$ cat config.mk
export PLATFORM = sky130hd
export DESIGN_NAME = intr_controller
export DESIGN_NICKNAME = d
export VERILOG_FILES = /design/src/rtl/intr_controller_pkg.sv /design/src/rtl/intc_prio_enc.sv /design/src/rtl/intr_controller.sv
export SDC_FILE = /design/constraint.sdc
export NUM_CORES = 1
export LEC_CHECK = 0
export ABC_AREA = 1
export CELL_PAD_IN_SITES_DETAIL_PLACEMENT = 1
export CELL_PAD_IN_SITES_GLOBAL_PLACEMENT = 2
export CORE_MARGIN = 2
export CORE_UTILIZATION = 18
export CTS_CLUSTER_DIAMETER = 40
export DETAILED_ROUTE_END_ITERATION = 7
export PLACE_DENSITY = 0.82
export REMOVE_ABC_BUFFERS = 1
export SYNTH_ARGS = -nofsm -noshare
export SYNTH_HDL_FRONTEND = slang
export SYNTH_SLANG_ARGS = --single-unit
$ cat constraint.sdc
create_clock -name clk -period 3.6 [get_ports clk]
set_clock_uncertainty 0.2 [all_clocks]
set_input_delay 0.72 -clock clk [delete_from_list [all_inputs] [get_ports clk]]
set_output_delay 0.72 -clock clk [all_outputs]
set_load 0.02 [all_outputs]
$ cat src/rtl/intr_controller_pkg.sv
// Shared peripheral header: OCP bus widths and command/response codes,
// interrupt-controller register offsets and the ID valid-bit position.
package intr_controller_pkg;

   localparam int ADDR_WIDTH = 32;
   localparam int DATA_WIDTH = 32;
   localparam int BEN_WIDTH  = DATA_WIDTH / 8;

   localparam logic [2:0] OCP_CMD_IDLE  = 3'b000;
   localparam logic [2:0] OCP_CMD_WRITE = 3'b001;
   localparam logic [2:0] OCP_CMD_READ  = 3'b010;

   localparam logic [1:0] OCP_RESP_NULL = 2'b00;
   localparam logic [1:0] OCP_RESP_DVA  = 2'b01;
   localparam logic [1:0] OCP_RESP_ERR  = 2'b11;

   // Word index of each register, taken from address bits [4:2]
   localparam logic [2:0] INTC_STATUS = 3'd0;
   localparam logic [2:0] INTC_PEND   = 3'd1;
   localparam logic [2:0] INTC_MASK   = 3'd2;
   localparam logic [2:0] INTC_ID     = 3'd3;
   localparam logic [2:0] INTC_TRIG   = 3'd4;

   localparam int INTC_ID_VALID_BIT = 31;

   function automatic logic [DATA_WIDTH-1:0] expand_ben(input logic [BEN_WIDTH-1:0] ben);
      logic [DATA_WIDTH-1:0] bits;
      bits = '0;
      for (int b = 0; b < BEN_WIDTH; b++) begin
         bits[b*8 +: 8] = {8{ben[b]}};
      end
      return bits;
   endfunction

endpackage

$ cat src/rtl/intc_prio_enc.sv
// Combinational priority encoder: reports whether any bit of vec is set and
// the index of the lowest set bit (index reads 0 when nothing is set).
module intc_prio_enc #(
   parameter int W = 8
) (
   input  logic [W-1:0] vec,
   output logic         valid,
   output logic [4:0]   idx
);

   // Scan from the top down so the lowest set bit is the last one written.
   always_comb begin
      valid = 1'b0;
      idx   = '0;
      for (int i = W - 1; i >= 0; i--) begin
         if (vec[i]) begin
            valid = 1'b1;
            idx   = 5'(i);
         end
      end
   end

endmodule

$ cat src/rtl/intr_controller.sv
// Programmable interrupt controller behind a single-cycle OCP slave port.
// Optional feature macro: INTC_TRIGGER_SEL_EN (TRIG register, edge/level lines).
module intr_controller
   import intr_controller_pkg::*;
#(
   parameter int NR_LINES = 8
) (
   input  logic                  clk,
   input  logic                  nrst,
   input  logic [ADDR_WIDTH-1:0] i_MAddr,
   input  logic [2:0]            i_MCmd,
   input  logic [DATA_WIDTH-1:0] i_MData,
   input  logic [BEN_WIDTH-1:0]  i_MByteEn,
   output logic                  o_SCmdAccept,
   output logic [DATA_WIDTH-1:0] o_SData,
   output logic [1:0]            o_SResp,
   input  logic [NR_LINES-1:0]   i_irq,
   output logic                  o_intr
);

   // Bits at or above NR_LINES stay zero in every register.
   localparam logic [DATA_WIDTH-1:0] LINE_MASK = (DATA_WIDTH'(1) << NR_LINES) - DATA_WIDTH'(1);

   logic [DATA_WIDTH-1:0] pend_q, mask_q, status, id_word, rd_data;
   logic [DATA_WIDTH-1:0] wr_bits, w1c_vec, set_vec, irq_ext, pend_d;
   logic [2:0]            reg_idx;
   logic                  is_wr, is_rd, hit, mask_we;
   logic                  id_valid;
   logic [4:0]            id_idx;
   logic                  unused_addr;

   assign unused_addr = ^{i_MAddr[ADDR_WIDTH-1:5], i_MAddr[1:0]};

   // Bus contract: a command is valid whenever i_MCmd != IDLE and is always
   // accepted in that same cycle (no wait states); its response (DVA/ERR)
   // is presented for exactly one cycle on the following cycle, else NULL.
   assign o_SCmdAccept = (i_MCmd != OCP_CMD_IDLE);
   assign is_wr        = (i_MCmd == OCP_CMD_WRITE);
   assign is_rd        = (i_MCmd == OCP_CMD_READ);
   assign reg_idx      = i_MAddr[4:2];

   assign irq_ext = DATA_WIDTH'(i_irq);
   assign status  = pend_q & mask_q;

   intc_prio_enc #(.W(NR_LINES)) u_prio (
      .vec   (status[NR_LINES-1:0]),
      .valid (id_valid),
      .idx   (id_idx)
   );

   always_comb begin
      id_word                    = '0;
      id_word[INTC_ID_VALID_BIT] = id_valid;
      id_word[4:0]               = id_idx;
   end

`ifdef INTC_TRIGGER_SEL_EN
   logic [DATA_WIDTH-1:0] trig_q, prev_q;
   logic                  trig_we;
`endif

   always_comb begin
      hit     = 1'b1;
      rd_data = '0;
      case (reg_idx)
         INTC_STATUS: rd_data = status;
         INTC_PEND:   rd_data = pend_q;
         INTC_MASK:   rd_data = mask_q;
         INTC_ID:     rd_data = id_word;
         INTC_TRIG: begin
`ifdef INTC_TRIGGER_SEL_EN
            rd_data = trig_q;
`else
            hit = 1'b0;
`endif
         end
         default:     hit = 1'b0;
      endcase
   end

   assign wr_bits = expand_ben(i_MByteEn) & LINE_MASK;
   assign mask_we = is_wr && (reg_idx == INTC_MASK);
   assign w1c_vec = (is_wr && (reg_idx == INTC_PEND)) ? (i_MData & wr_bits) : '0;

`ifdef INTC_TRIGGER_SEL_EN
   // Edge lines only set on a rising input; level lines set while high.
   assign set_vec = irq_ext & ~(trig_q & prev_q);
   assign trig_we = is_wr && (reg_idx == INTC_TRIG);

   always_ff @(posedge clk or negedge nrst) begin
      if (!nrst) begin
         trig_q <= '0;
         prev_q <= '0;
      end else begin
         prev_q <= irq_ext;
         if (trig_we) trig_q <= (trig_q & ~wr_bits) | (i_MData & wr_bits);
      end
   end
`else
   assign set_vec = irq_ext;
`endif

   // A set event in the same cycle as a W1C wins.
   assign pend_d = (set_vec | (pend_q & ~w1c_vec)) & LINE_MASK;

   always_ff @(posedge clk or negedge nrst) begin
      if (!nrst) begin
         pend_q  <= '0;
         mask_q  <= '0;
         o_intr  <= 1'b0;
         o_SData <= '0;
         o_SResp <= OCP_RESP_NULL;
      end else begin
         pend_q  <= pend_d;
         o_intr  <= |status;
         o_SData <= '0;
         o_SResp <= OCP_RESP_NULL;
         if (mask_we) mask_q <= (mask_q & ~wr_bits) | (i_MData & wr_bits);
         if (is_rd) begin
            o_SResp <= hit ? OCP_RESP_DVA : OCP_RESP_ERR;
            o_SData <= rd_data;
         end else if (is_wr) begin
            o_SResp <= hit ? OCP_RESP_DVA : OCP_RESP_ERR;
         end else if (o_SCmdAccept) begin
            o_SResp <= OCP_RESP_ERR;
         end
      end
   end

endmodule

### After elaboration in Yosys (flattened, before gate mapping)

Index checks and enable logic that the tools add are counted.

* equality and inequality tests: 5
* mux-type cells: 24
* bitwise logic cells: 8
* reductions and logical operators: 6

Operators with widths (number)
* one-hot mux 32 bit (4 select lines): 1
* bitwise AND 32 bit: 1
* bitwise AND 32 x 8 -> 32 bit: 1
* bitwise AND 8 x 32 -> 32 bit: 1
* two-way mux 32 bit: 1
* NOT 8 -> 32 bit: 1
* bitwise OR 32 bit: 1
* OR reduction 32 bit: 1
* two-way mux 3 bit: 8
* == test 3 x 2 -> 1 bit (second input constant): 3
* two-way mux 1 bit: 9
* bitwise AND 8 bit: 1
* two-way mux 2 bit: 4
* two-way mux 8 bit: 1
* NOT 8 bit: 1
* bitwise OR 8 bit: 1
* == test 3 x 1 -> 1 bit (second input constant): 2
* OR reduction 4 bit: 1
* logical NOT 3 bit: 1
* nonzero test 3 bit: 1
* logical AND 1 bit: 2

* flip-flop bits (word level): 75
* bits of input ports: 81
* word-level logic and storage cells: 48

### Depth between registers and ports, before layout

* depth after elaboration: 11
* depth in mapped cells: 10

### Modules after synthesis

A second synthesis with hierarchy kept.

* cell total of the unflattened synthesis: 226
* area total of the unflattened synthesis: 1660.3 um^2

Modules (own cells, without submodules)
* intr_controller: times used 1, cells each 201, area each 1542.7 um^2
* intc_prio_enc: times used 1, cells each 25, area each 117.6 um^2

### Least setup slack after synthesis

OpenSTA, ideal clock, no wires.

* path type: in2out
* from: input port i_MCmd[0]
* to: output port o_SCmdAccept
* arrival time: 1314 ps
* required time: 2680 ps
* slack: 1366 ps
* cell stages on the path: 4
* buffers on the path: 1
* cell sequence: nor2_1 nand2_1 clkbuf_1 nand2_1

* longest elaborated chain between the ends: 1

RTL lines
* start, declared: line intr_controller.sv:11 `input logic [2:0] i_MCmd,`
* nonzero test 3 bit: line intr_controller.sv:37 `assign o_SCmdAccept = (i_MCmd != OCP_CMD_IDLE);`
* end, declared: line intr_controller.sv:14 `output logic o_SCmdAccept,`

No other way between the ends.

### Final worst setup path

* from: input port i_MCmd[2]
* to: output port o_SCmdAccept

The elaborated chain is that of the path after synthesis.

==> results.txt <==
Post-route ant nets -> 0
H-tree depth -> 1
Worst setup endpoint -> o_SCmdAccept
Tot GR Track Use -> 0.08087
FF+latch area -> 700.7 sq um
TritonCTS Buffers -> 3
Vias -> 1213
Nets -> 302
Num rows -> 33
Pins over their slew limit -> 0
Worst Path Required -> 2.68 ns
Placed cell area -> 1949 sq um
DP Wirelength -> 2.852 mm
CTS Sinks -> 28
Post-CTS Setup Bufs -> 0
IO buf count -> 37
P&R area growth vs syn -> 31.41%
Hold buffer count at CTS -> 0
Sequential share of power -> 0.450
Fillers -> 988
Final hold vios -> 0
Mux cell area share after synthesis -> 0
CTS tree -> done
Grt ovf -> 0
DRT Pass-1 Iters -> 4
Status -> finished, final reports clean
Slowest-stage cell, CP -> clkdlybuf4s50_1
Area of the multi-input gates -> 641.9 sq um
CTS root buffer -> clkbuf_8
Number of DRC markers in iteration 0 -> 48
Maximum fanout along the worst path -> 3
Seq/Total Area, Yosys -> 0.4557
GPL Wtd Cong -> 0.8092
PostCTS Resize Cnt -> 0
Synth unique cells -> 25
Detailed Route WL -> 3.560 mm
Setup ws final -> 0.5304 ns
Syn_area_per_cell -> 8.543 sq um
Internal cell power -> 0.0005488 W
FF-to-FF path depth -> 6
Post-Synthesis Cells -> 180
Final worst-path cycle share -> 0.8527
Area contributors post-synth -> dfrtp_1 (46%), buf_4 (11%), nand2_1 (10%), inv_1 (4.6%), o21ai_2 (4.6%)
Clk Latency, worst-skew pair -> 0.28 ns
Drt via density -> 3.732
N_diodes -> 0
Synth Area in Adders -> 0
Leakage power -> 0.9299 nW
Largest net degree at the start of global routing -> 29
Core area -> 8258 sq um
Yosys top cell by area -> dfrtp_1
DRC -> 0
WP data arrival -> 2.15 ns
R2r startpoint -> pend_q[4]
Hold Path Class -> reg2reg
Reg clk slew, reported paths -> 0.10 ns
Initial core utilization -> 0.1862
Switching share of total power -> 0.2856
CP peak stage delay -> 0.59 ns
VDD IR-drop max -> 0.1033 mV
Reg2reg end -> o_SData[31]
Number of synthesized register bits -> 28
Mapped Area -> 1538 sq um
PwrDens -> 380.2 nW/um^2
Share of layout cells above drive strength 1 -> 0.1318
XOR/XNOR share of the synthesized area -> 0
Main combinational cell family by area after synthesis -> simple AND/OR/NAND/NOR gates
CP startpoint kind -> input port
Crit path capture type -> primary output
Fmax -> 0.3258 GHz
Die Area -> 9298 sq um
Crit Path Class -> in2out
Yosys top cell area share -> 0.4557
DR WL/cell -> 10.95 um
Worst path cell trace -> clkdlybuf4s50_1 > nor2_1 > nand2_1 > nand2_1 > clkdlybuf4s50_1
Worst slack, placed -> 0.5155 ns
I/O pins -> 117
Number of global-route vias before repair -> 1289
Die height -> 96.43 um
Final TNS setup -> 0 ns
Post-Synth Simple-Gate Area -> 0.2238
Final worst path period need -> 3.070 ns
Ys Warns -> 0
Worst reg-to-reg setup slack -> 2.19 ns
Crit. Startpoint -> i_MCmd[2]
Comb pwr share -> 0.224
Die W -> 96.43 um
Finished layout cell area -> 2021 sq um
Clock share of power -> 0.326
Initial antenna violation count -> 0
Max Cap Viol -> 0
Switch Pwr -> 0.0002194 W
Compound-Gate Fraction of Synth Area -> 0.1375
Final setup violation count -> 0
First-pass GRT wire length -> 5.823 mm
Maximum clock insertion buffer count -> 2
RSZ-0062 raised after global routing -> false
## per-layer routing
metal / wire length (um) / GRT usage
met5: 0 / 0
met4: 68 / 0.04225
met3: 253 / 0.01086
met2: 1694 / 0.1429
met1: 1543 / 0.09501
## worst min-delay path by stage
stage	start	to	slack [ns]	depth (start not counted)
final	register	register	0.32	2
after CTS	register	register	0.33	2
after global routing	register	register	0.34	2
after detailed placement	register	register	0.30	2
after global placement	register	register	0.29	2
after floorplan	nrst	async pin	0.22	0
## critical path, delay by kind of cell
kind	cells	cell delay [ns]
buf+inv	2	1.07
simple gates	3	0.36
## per-stage QoR
step	instances	total power, W	hold slack (ns)	utilization
after floorplan	177	0.0004526	0.2244	-
after global placement	321	0.0005200	0.2944	0.2361
after detailed placement	321	0.0005264	0.3026	0.2361
after CTS	325	0.0007819	0.3297	0.2447
after global routing	325	0.0008183	0.3437	0.2447
final	325	0.0007682	0.3222	0.2447
## power groups by stage
stage / registers, W / clock network (W) / logic, W
after global placement: 0.000350 / 0 / 0.000170
after CTS: 0.000346 / 0.000260 / 0.000176
after detailed placement: 0.000352 / 0 / 0.000175
after floorplan: 0.000357 / 0 / 0.0000953
final: 0.000345 / 0.000250 / 0.000172
after global routing: 0.000348 / 0.000276 / 0.000195
## cell usage after synthesis
library cell  count
a211oi_1          1
a21oi_1           5
a221oi_1          5
a31oi_1           1
buf_4            23
buf_6             1
clkbuf_1          1
conb_1            1
dfrtp_1          28
inv_1            19
inv_2             5
nand2_1          42
nand2_2           3
nand2_4           2
nand3_1           2
nor2_1           15
nor2_4            1
nor3_1            3
nor3_2            2
nor3_4            2
o2111ai_1         1
o211ai_1          1
o21ai_1           7
o21ai_2           8
o21bai_1          1
## area by class of cell
| type | instances | area share |
|---|---|---|
| Inverter | 24 | 0.04458 |
| Tap cell | 105 | 0.06502 |
| Timing Repair Buffer | 39 | 0.1907 |
| Multi-Input combinational cell | 125 | 0.3176 |
| Clock buffer | 3 | 0.02043 |
| Sequential cell | 28 | 0.3467 |
| Clock inverter | 1 | 0.01486 |
## logic make-up after synthesis
group,count (synthesis)
flops,28
simple gates,72
other cells,1
buf+inv,49
compound gates,30
## placed cells by master (no fill, tap or decap), types with 2 or more instances in the layout
cell type | netlist | layout
nand2_1 | 42 | 42
clkdlybuf4s50_1 | 0 | 37
nand2_2 | 3 | 3
nor2_1 | 15 | 15
dfrtp_1 | 28 | 28
inv_1 | 19 | 19
nor3_1 | 3 | 3
nor3_4 | 2 | 2
inv_2 | 5 | 5
clkbuf_8 | 0 | 3
nand2_4 | 2 | 2
buf_4 | 23 | 2
nor3_2 | 2 | 2
nand3_1 | 2 | 2
a221oi_1 | 5 | 5
conb_1 | 1 | 23
o21ai_1 | 7 | 7
o21ai_2 | 8 | 8
a21oi_1 | 5 | 5
Note: power is estimated with default switching activity, not from simulation.
